File: src/rtl/uart_rx_fifo_if.sv
// Register-read port of the UART receiver: show-ahead byte, status and sticky error flags.
// Core side (master) drives the pop/clear strobes; the peripheral (slave) drives everything else.
interface uart_rx_fifo_if #(
    parameter int FIFO_DEPTH = 8
);
    localparam int CW = $clog2(FIFO_DEPTH + 1);

    logic          rd_en;
    logic          clr_err;
    logic [7:0]    rd_data;
    logic          rx_valid;
    logic [CW-1:0] rx_count;
    logic          frame_err;
    logic          overrun;

    modport master (
        output rd_en, clr_err,
        input  rd_data, rx_valid, rx_count, frame_err, overrun
    );

    modport slave (
        input  rd_en, clr_err,
        output rd_data, rx_valid, rx_count, frame_err, overrun
    );
endinterface

File: src/rtl/uart_rx_fifo.sv
// 8N1 UART receiver with show-ahead FIFO; byte visible the cycle after its stop-bit sample.
// No backpressure on the line: a byte arriving into a full FIFO is dropped and flags overrun.
module uart_rx_fifo #(
    parameter int CLK_DIV    = 217,
    parameter int FIFO_DEPTH = 8
) (
    input  logic           clk,
    input  logic           reset,
    input  logic           rxd,
    uart_rx_fifo_if.slave  bus
);
    localparam int AW = $clog2(FIFO_DEPTH);
    localparam int CW = $clog2(FIFO_DEPTH + 1);
    localparam logic [15:0] DIV  = 16'(CLK_DIV);
    localparam logic [15:0] HALF = 16'(CLK_DIV / 2);

    typedef enum logic [2:0] {IDLE, START, DATA, STOP, BREAK} state_t;

    logic          sync1, rxd_s;
    state_t        state, state_nxt;
    logic [15:0]   cnt, cnt_nxt;
    logic [2:0]    bit_idx, bit_nxt;
    logic [7:0]    shreg, shreg_nxt;
    logic          push, stop_err, expired;

    logic [7:0]    mem [FIFO_DEPTH];
    logic [AW-1:0] wr_ptr, rd_ptr;
    logic [CW-1:0] count;
    logic          empty, full, do_push, do_pop, ovr_evt;
    logic          frame_err_q, overrun_q;

    always_ff @(posedge clk) begin
        if (reset) begin
            sync1 <= 1'b1;
            rxd_s <= 1'b1;
        end else begin
            sync1 <= rxd;
            rxd_s <= sync1;
        end
    end

    always_ff @(posedge clk) begin
        if (reset) begin
            state   <= IDLE;
            cnt     <= '0;
            bit_idx <= '0;
            shreg   <= '0;
        end else begin
            state   <= state_nxt;
            cnt     <= cnt_nxt;
            bit_idx <= bit_nxt;
            shreg   <= shreg_nxt;
        end
    end

    // Counter expires on the edge where it reads 1, so a load of N samples N edges later.
    assign expired = (cnt == 16'd1);

    always_comb begin
        state_nxt = state;
        cnt_nxt   = cnt;
        bit_nxt   = bit_idx;
        shreg_nxt = shreg;
        push      = 1'b0;
        stop_err  = 1'b0;
        case (state)
            IDLE: begin
                if (!rxd_s) begin
                    cnt_nxt   = HALF;
                    state_nxt = START;
                end
            end
            START: begin
                if (!expired) begin
                    cnt_nxt = cnt - 16'd1;
                end else if (!rxd_s) begin
                    cnt_nxt   = DIV;
                    bit_nxt   = 3'd0;
                    state_nxt = DATA;
                end else begin
                    state_nxt = IDLE;
                end
            end
            DATA: begin
                if (!expired) begin
                    cnt_nxt = cnt - 16'd1;
                end else begin
                    shreg_nxt = {rxd_s, shreg[7:1]};
                    cnt_nxt   = DIV;
                    if (bit_idx == 3'd7) begin
                        state_nxt = STOP;
                    end else begin
                        bit_nxt = bit_idx + 3'd1;
                    end
                end
            end
            STOP: begin
                if (!expired) begin
                    cnt_nxt = cnt - 16'd1;
                end else if (rxd_s) begin
                    push      = 1'b1;
                    state_nxt = IDLE;
                end else begin
                    stop_err  = 1'b1;
                    state_nxt = BREAK;
                end
            end
            BREAK: begin
                if (rxd_s) begin
                    state_nxt = IDLE;
                end
            end
            default: state_nxt = IDLE;
        endcase
    end

    assign empty   = (count == '0);
    assign full    = (count == CW'(FIFO_DEPTH));
    assign do_pop  = bus.rd_en && !empty;
    // A pop in the same cycle frees the slot, so a full FIFO can still accept.
    assign do_push = push && (!full || do_pop);
    assign ovr_evt = push && full && !do_pop;

    always_ff @(posedge clk) begin
        if (reset) begin
            wr_ptr <= '0;
            rd_ptr <= '0;
            count  <= '0;
        end else begin
            if (do_push) wr_ptr <= wr_ptr + 1'b1;
            if (do_pop)  rd_ptr <= rd_ptr + 1'b1;
            count <= count + CW'(do_push) - CW'(do_pop);
        end
    end

    always_ff @(posedge clk) begin
        if (!reset && do_push) begin
            mem[wr_ptr] <= shreg;
        end
    end

    always_ff @(posedge clk) begin
        if (reset) begin
            frame_err_q <= 1'b0;
            overrun_q   <= 1'b0;
        end else begin
            frame_err_q <= stop_err | (frame_err_q & ~bus.clr_err);
            overrun_q   <= ovr_evt  | (overrun_q   & ~bus.clr_err);
        end
    end

    assign bus.rd_data   = empty ? 8'h00 : mem[rd_ptr];
    assign bus.rx_valid  = !empty;
    assign bus.rx_count  = count;
    assign bus.frame_err = frame_err_q;
    assign bus.overrun   = overrun_q;
endmodule

File: src/flat_wrapper.sv
// flat-port wrapper written by rule: the top's interface ports become plain ports
module uart_rx_fifo_flat 
#(
    parameter int CLK_DIV    = 217,
    parameter int FIFO_DEPTH = 8
)
  (clk, reset, rxd, bus_rd_en, bus_clr_err, bus_rd_data, bus_rx_valid, bus_rx_count, bus_frame_err, bus_overrun);
  uart_rx_fifo_if #(.FIFO_DEPTH(FIFO_DEPTH)) bus_i ();
  input  logic clk;
  input  logic reset;
  input  logic rxd;
  input wire logic [$bits(bus_i.rd_en)-1:0] bus_rd_en;
  input wire logic [$bits(bus_i.clr_err)-1:0] bus_clr_err;
  output wire logic [$bits(bus_i.rd_data)-1:0] bus_rd_data;
  output wire logic [$bits(bus_i.rx_valid)-1:0] bus_rx_valid;
  output wire logic [$bits(bus_i.rx_count)-1:0] bus_rx_count;
  output wire logic [$bits(bus_i.frame_err)-1:0] bus_frame_err;
  output wire logic [$bits(bus_i.overrun)-1:0] bus_overrun;
  assign bus_i.rd_en = bus_rd_en;
  assign bus_i.clr_err = bus_clr_err;
  assign bus_rd_data = bus_i.rd_data;
  assign bus_rx_valid = bus_i.rx_valid;
  assign bus_rx_count = bus_i.rx_count;
  assign bus_frame_err = bus_i.frame_err;
  assign bus_overrun = bus_i.overrun;
  uart_rx_fifo #(.CLK_DIV(CLK_DIV), .FIFO_DEPTH(FIFO_DEPTH)) u_core (.clk(clk), .reset(reset), .rxd(rxd), .bus(bus_i));
endmodule
File: config.mk
export PLATFORM = sky130hd
export DESIGN_NAME = uart_rx_fifo_flat
export DESIGN_NICKNAME = d
export VERILOG_FILES = /design/src/rtl/uart_rx_fifo_if.sv /design/src/rtl/uart_rx_fifo.sv /design/src/flat_wrapper.sv
export SDC_FILE = /design/constraint.sdc
export NUM_CORES = 1
export LEC_CHECK = 0
export CAP_MARGIN = 5
export CORE_MARGIN = 10
export CORE_UTILIZATION = 47
export DETAILED_ROUTE_END_ITERATION = 12
export GPL_TIMING_DRIVEN = 0
export RECOVER_POWER = 100
export SYNTH_ARGS = -nofsm -noshare
export SYNTH_HDL_FRONTEND = slang
export SYNTH_SLANG_ARGS = --single-unit
export TNS_END_PERCENT = 10
File: constraint.sdc
create_clock -name clk -period 3.5 [get_ports clk]
set_input_delay 0.525 -clock clk [delete_from_list [all_inputs] [get_ports clk]]
set_output_delay 0.525 -clock clk [all_outputs]
set_load 0.005 [all_outputs]
==> results.txt <==
The flow ran to the end, and the final reports show no timing, DRC or antenna violations. The H-tree depth came out at 3. TritonCTS built the clock tree. The later-pin clock latency in the skew report came out at 0.38 ns. Setup repair after global routing left no endpoint under its margin. The number of nets in the finished design came out at 449. The worst hold path belongs to the class reg2reg.

For this block, the routed nets add up to 10.13 mm of wire. The starting utilization of the core area came out at 48.14%. The worst path setup slack after routing is 0.1939 ns. The startpoint identified for the worst hold timing path is u_core.sync1$_SDFF_PP1_.

The initial antenna violation count is 0. The instance count of the mapped netlist is 399. The core region is 10280 um2. The count of unresolved DRC violations after routing came out at 0. The post-synthesis sequential area ratio is 57.87%. The synthesized area is 4947 um2. The type of the setup path with the least slack is reg2out. The maximum number of pins on one net before global-route repair is 20.

After layout, the worst path uses 94.46% of the clock period. The detailed router placed 3153 vias in this run. The share of flip-flops with an asynchronous set or reset came out at 0%.

The final RePlAce weighted congestion is 0.8135. The number of antenna diodes in the final layout is 0. The tool flagged a number of max-cap violations equal to 0.

The number of setup violations in the final report came out at 0. The nature of the critical path startpoint is a flop. The number of global-route vias before repair is 3203. Counting every sink on the clock net gives 111. The highest fanout seen on the critical path is 10. In this run the tightest slew margin relative to its limit is 33.80%.

In this run, synthesis produced a sequential element count of 111. The iteration-0 DRC count of the detailed router is 184. The sum of net half-perimeters after detailed placement is 7.004 mm.

The number of enable-type register cells in the synthesized netlist is 64. The startpoint of the worst register-to-register path is u_core.cnt[0]$_SDFFE_PP0P_. The maximum buffer depth of the clock tree is 2. The full die area is 15030 um2. The routed length per placed instance came out at 17.70 um. The total CTS buffers came out at 9.

The total setup buffers inserted after CTS is 0. The hold slack is 0.4267 ns. The number of ports placed on the die boundary is 20. The power density over cell area is 568.5 nW/um2. The setup skew after layout is 0.009384 ns. The mean post-synth cell area came out at 12.40 um2.

Compared with the post-synthesis result, the final layout area differs by 10.29%. The global-route congestion overflow total is 0. Subtracting the final worst setup slack from the clock period gives 3.306 ns. The detail-routed via count per cell is 5.512. The post-cts repair resize count is 0. The cell row count came out at 37.

The remaining antenna violation count after routing came out at 0. The height of the die came out at 122.6 um. The arrival time of data at the critical path endpoint came out at 2.78 ns. The slew of the pin with the lowest slew margin is 0.9931 ns.

Clock tree synthesis selected as its root buffer the cell sky130_fd_sc_hd__clkbuf_8. The number of search-and-repair iterations in the first detailed-routing pass is 4. The number of nets produced by synthesis came out at 417.

The worst-case setup slack after placement came out at 0.3776 ns. Static timing analysis puts the maximum clock frequency at 0.3025 GHz. The die width is 122.6 um. Among all flip-flop cells after synthesis, the most frequent one is sky130_fd_sc_hd__edfxtp_1. In this run, post-CTS hold repair placed 0 buffers. The number of port buffers came out at 19. The number of max-slew violations in the final report came out at 0. The first global-routing pass estimated 16.65 mm of wire. The required time at the worst-slack endpoint came out at 2.97 ns. The highest ir drop seen on vdd came out at 0.0003145 V. The final-report hold violation count came out at 0. Global routing used 14.32% of the available tracks. The count of synthesis-stage warnings from yosys is 0.

The register clock-pin slew on the reported worst setup and hold paths came out at 0.10 ns. The synthesized netlist contains 65 unique library cells. STA classifies the critical path endpoint as an output pin. The ratio of cells with drive above 1 in the final layout came out at 11.01%. For this design the static power due to leakage is 1.773 nW.
path summary, 6_finish.rpt:
| check | endpoint | cells past startpoint | slack [ns] |
|---|---|---|---|
| worst max register to register | u_core.mem[0][4]$_DFFE_PP_ | 7 | 0.41 |
| worst min-delay path | u_core.rxd_s$_SDFF_PP1_ | 1 | 0.43 |
| worst min register to register | u_core.rxd_s$_SDFF_PP1_ | 1 | 0.43 |
| worst max-delay path | bus_rd_data[4] | 6 | 0.19 |
report_power, final:
part | internal, W | leakage (nW) | switching, W
combinational | 0.000477 | 0.715 | 0.000435
clock | 0.000265 | 0.0827 | 0.000449
sequential | 0.00142 | 0.975 | 0.0000540
registers in the layout, indices dropped and copies added (netlist names), named ones only:
name / count
u_core.rd_ptr: 3
u_core.cnt: 16
u_core.sync1: 1
u_core.mem: 64
u_core.bus.overrun: 1
u_core.wr_ptr: 3
u_core.rxd_s: 1
u_core.state: 3
u_core.bus.frame_err: 1
u_core.bit_idx: 3
u_core.shreg: 8
u_core.bus.rx_count: 4
stage by stage:
stage / cell area (um2) / instances / total power [W] / utilization (%) / setup TNS [ns]
2_1_floorplan: 4947 / 399 / 0.002111 / - / 0
3_3_place_gp: 5308 / 554 / 0.002439 / 51.64 / -6.273
3_5_place_dp: 5335 / 556 / 0.002457 / 51.91 / 0
4_1_cts: 5513 / 572 / 0.003169 / 53.64 / 0
5_1_grt: 5456 / 572 / 0.003293 / 53.09 / 0
6_report: 5456 / 572 / 0.003102 / 53.09 / 0
worst max-delay path, stage by stage, from the launching register on:
cell and delay (ns):
sky130_fd_sc_hd__dfxtp_1 0.32, sky130_fd_sc_hd__clkbuf_1 0.35, sky130_fd_sc_hd__clkbuf_1 0.60, sky130_fd_sc_hd__mux4_2 0.42, sky130_fd_sc_hd__mux2i_1 0.16, sky130_fd_sc_hd__nor2_1 0.06
sky130_fd_sc_hd__clkdlybuf4s50_1 0.49
kinds of logic after synthesis:
| kind of cell | share of synthesized area, % |
|---|---|
| adder cells (fa/ha/maj) | 3.439 |
| flip-flops | 57.87 |
| XOR/XNOR | 2.124 |
| buffers and inverters | 2.959 |
| AND/OR/NAND/NOR | 16.09 |
| AO/OA/AOI/OAI | 7.765 |
| multiplexers | 9.762 |
synth_stat cells, drive strengths merged, types with 2 or more instances:
master | count | share of area (%)
o21ai | 8 | 0.81
o211ai | 2 | 0.30
nor4 | 12 | 2.4
inv | 13 | 0.99
xnor2 | 4 | 0.71
or4 | 2 | 0.30
or3 | 2 | 0.25
and4 | 2 | 0.40
o31ai | 2 | 0.30
edfxtp | 64 | 39
and2 | 2 | 0.25
mux4 | 16 | 7.3
a31oi | 2 | 0.25
dfxtp | 47 | 19
a21oi | 24 | 2.5
nand4 | 2 | 0.38
nor3b | 3 | 0.46
clkbuf | 10 | 0.76
nand2b | 9 | 1.1
or2 | 4 | 0.51
mux2 | 2 | 0.46
nand3 | 9 | 0.91
nor3 | 12 | 1.3
a2111oi | 2 | 0.73
nand2 | 35 | 2.7
xor2 | 8 | 1.4
nor2 | 43 | 3.5
and3 | 2 | 0.25
mux2i | 10 | 2.0
buf | 10 | 1.2
a211oi | 6 | 1.1
or4b | 2 | 0.40
ha | 12 | 3.0
layout by cell type, fill, tap and decap left out, types with 3 or more instances in the layout:
cell,instances
sky130_fd_sc_hd__nand3_1,9
sky130_fd_sc_hd__ha_1,12
sky130_fd_sc_hd__buf_2,3
sky130_fd_sc_hd__xor2_1,8
sky130_fd_sc_hd__inv_6,3
sky130_fd_sc_hd__nand2b_1,9
sky130_fd_sc_hd__clkdlybuf4s50_1,11
sky130_fd_sc_hd__nor2_1,41
sky130_fd_sc_hd__nor3b_1,3
sky130_fd_sc_hd__o21ai_0,6
sky130_fd_sc_hd__a211oi_1,5
sky130_fd_sc_hd__mux4_2,16
sky130_fd_sc_hd__dlygate4sd3_1,8
sky130_fd_sc_hd__a21oi_1,24
sky130_fd_sc_hd__xnor2_1,4
sky130_fd_sc_hd__nor3_1,11
sky130_fd_sc_hd__inv_1,13
sky130_fd_sc_hd__clkinvlp_4,3
sky130_fd_sc_hd__nor4_4,3
sky130_fd_sc_hd__mux2i_1,10
sky130_fd_sc_hd__edfxtp_1,64
sky130_fd_sc_hd__nand2_1,35
sky130_fd_sc_hd__dfxtp_1,47
sky130_fd_sc_hd__clkbuf_8,9
sky130_fd_sc_hd__clkbuf_1,16
sky130_fd_sc_hd__nor4_1,9
per-layer routing:
| layer | routed length, um | track usage (%) | up-vias |
|---|---|---|---|
| met2 | 5090 | 23.79 | 54 |
| li1 | - | - | 1541 |
| met5 | 0 | 0 | - |
| met1 | 4495 | 18.06 | 1546 |
| met4 | 159 | 6.112 | 0 |
| met3 | 380 | 2.525 | 12 |
final cells by class:
type	count	area [um2]
buffer	20	86.33
inverter	13	48.80
timing repair buffer	21	197.7
multi-input combinational	255	1913
fill	943	4821
clock inverter	7	53.80
sequential	111	2863
tap	136	170.2
clock buffer	9	123.9
No activity file was read; power rests on OpenSTA's default activity.
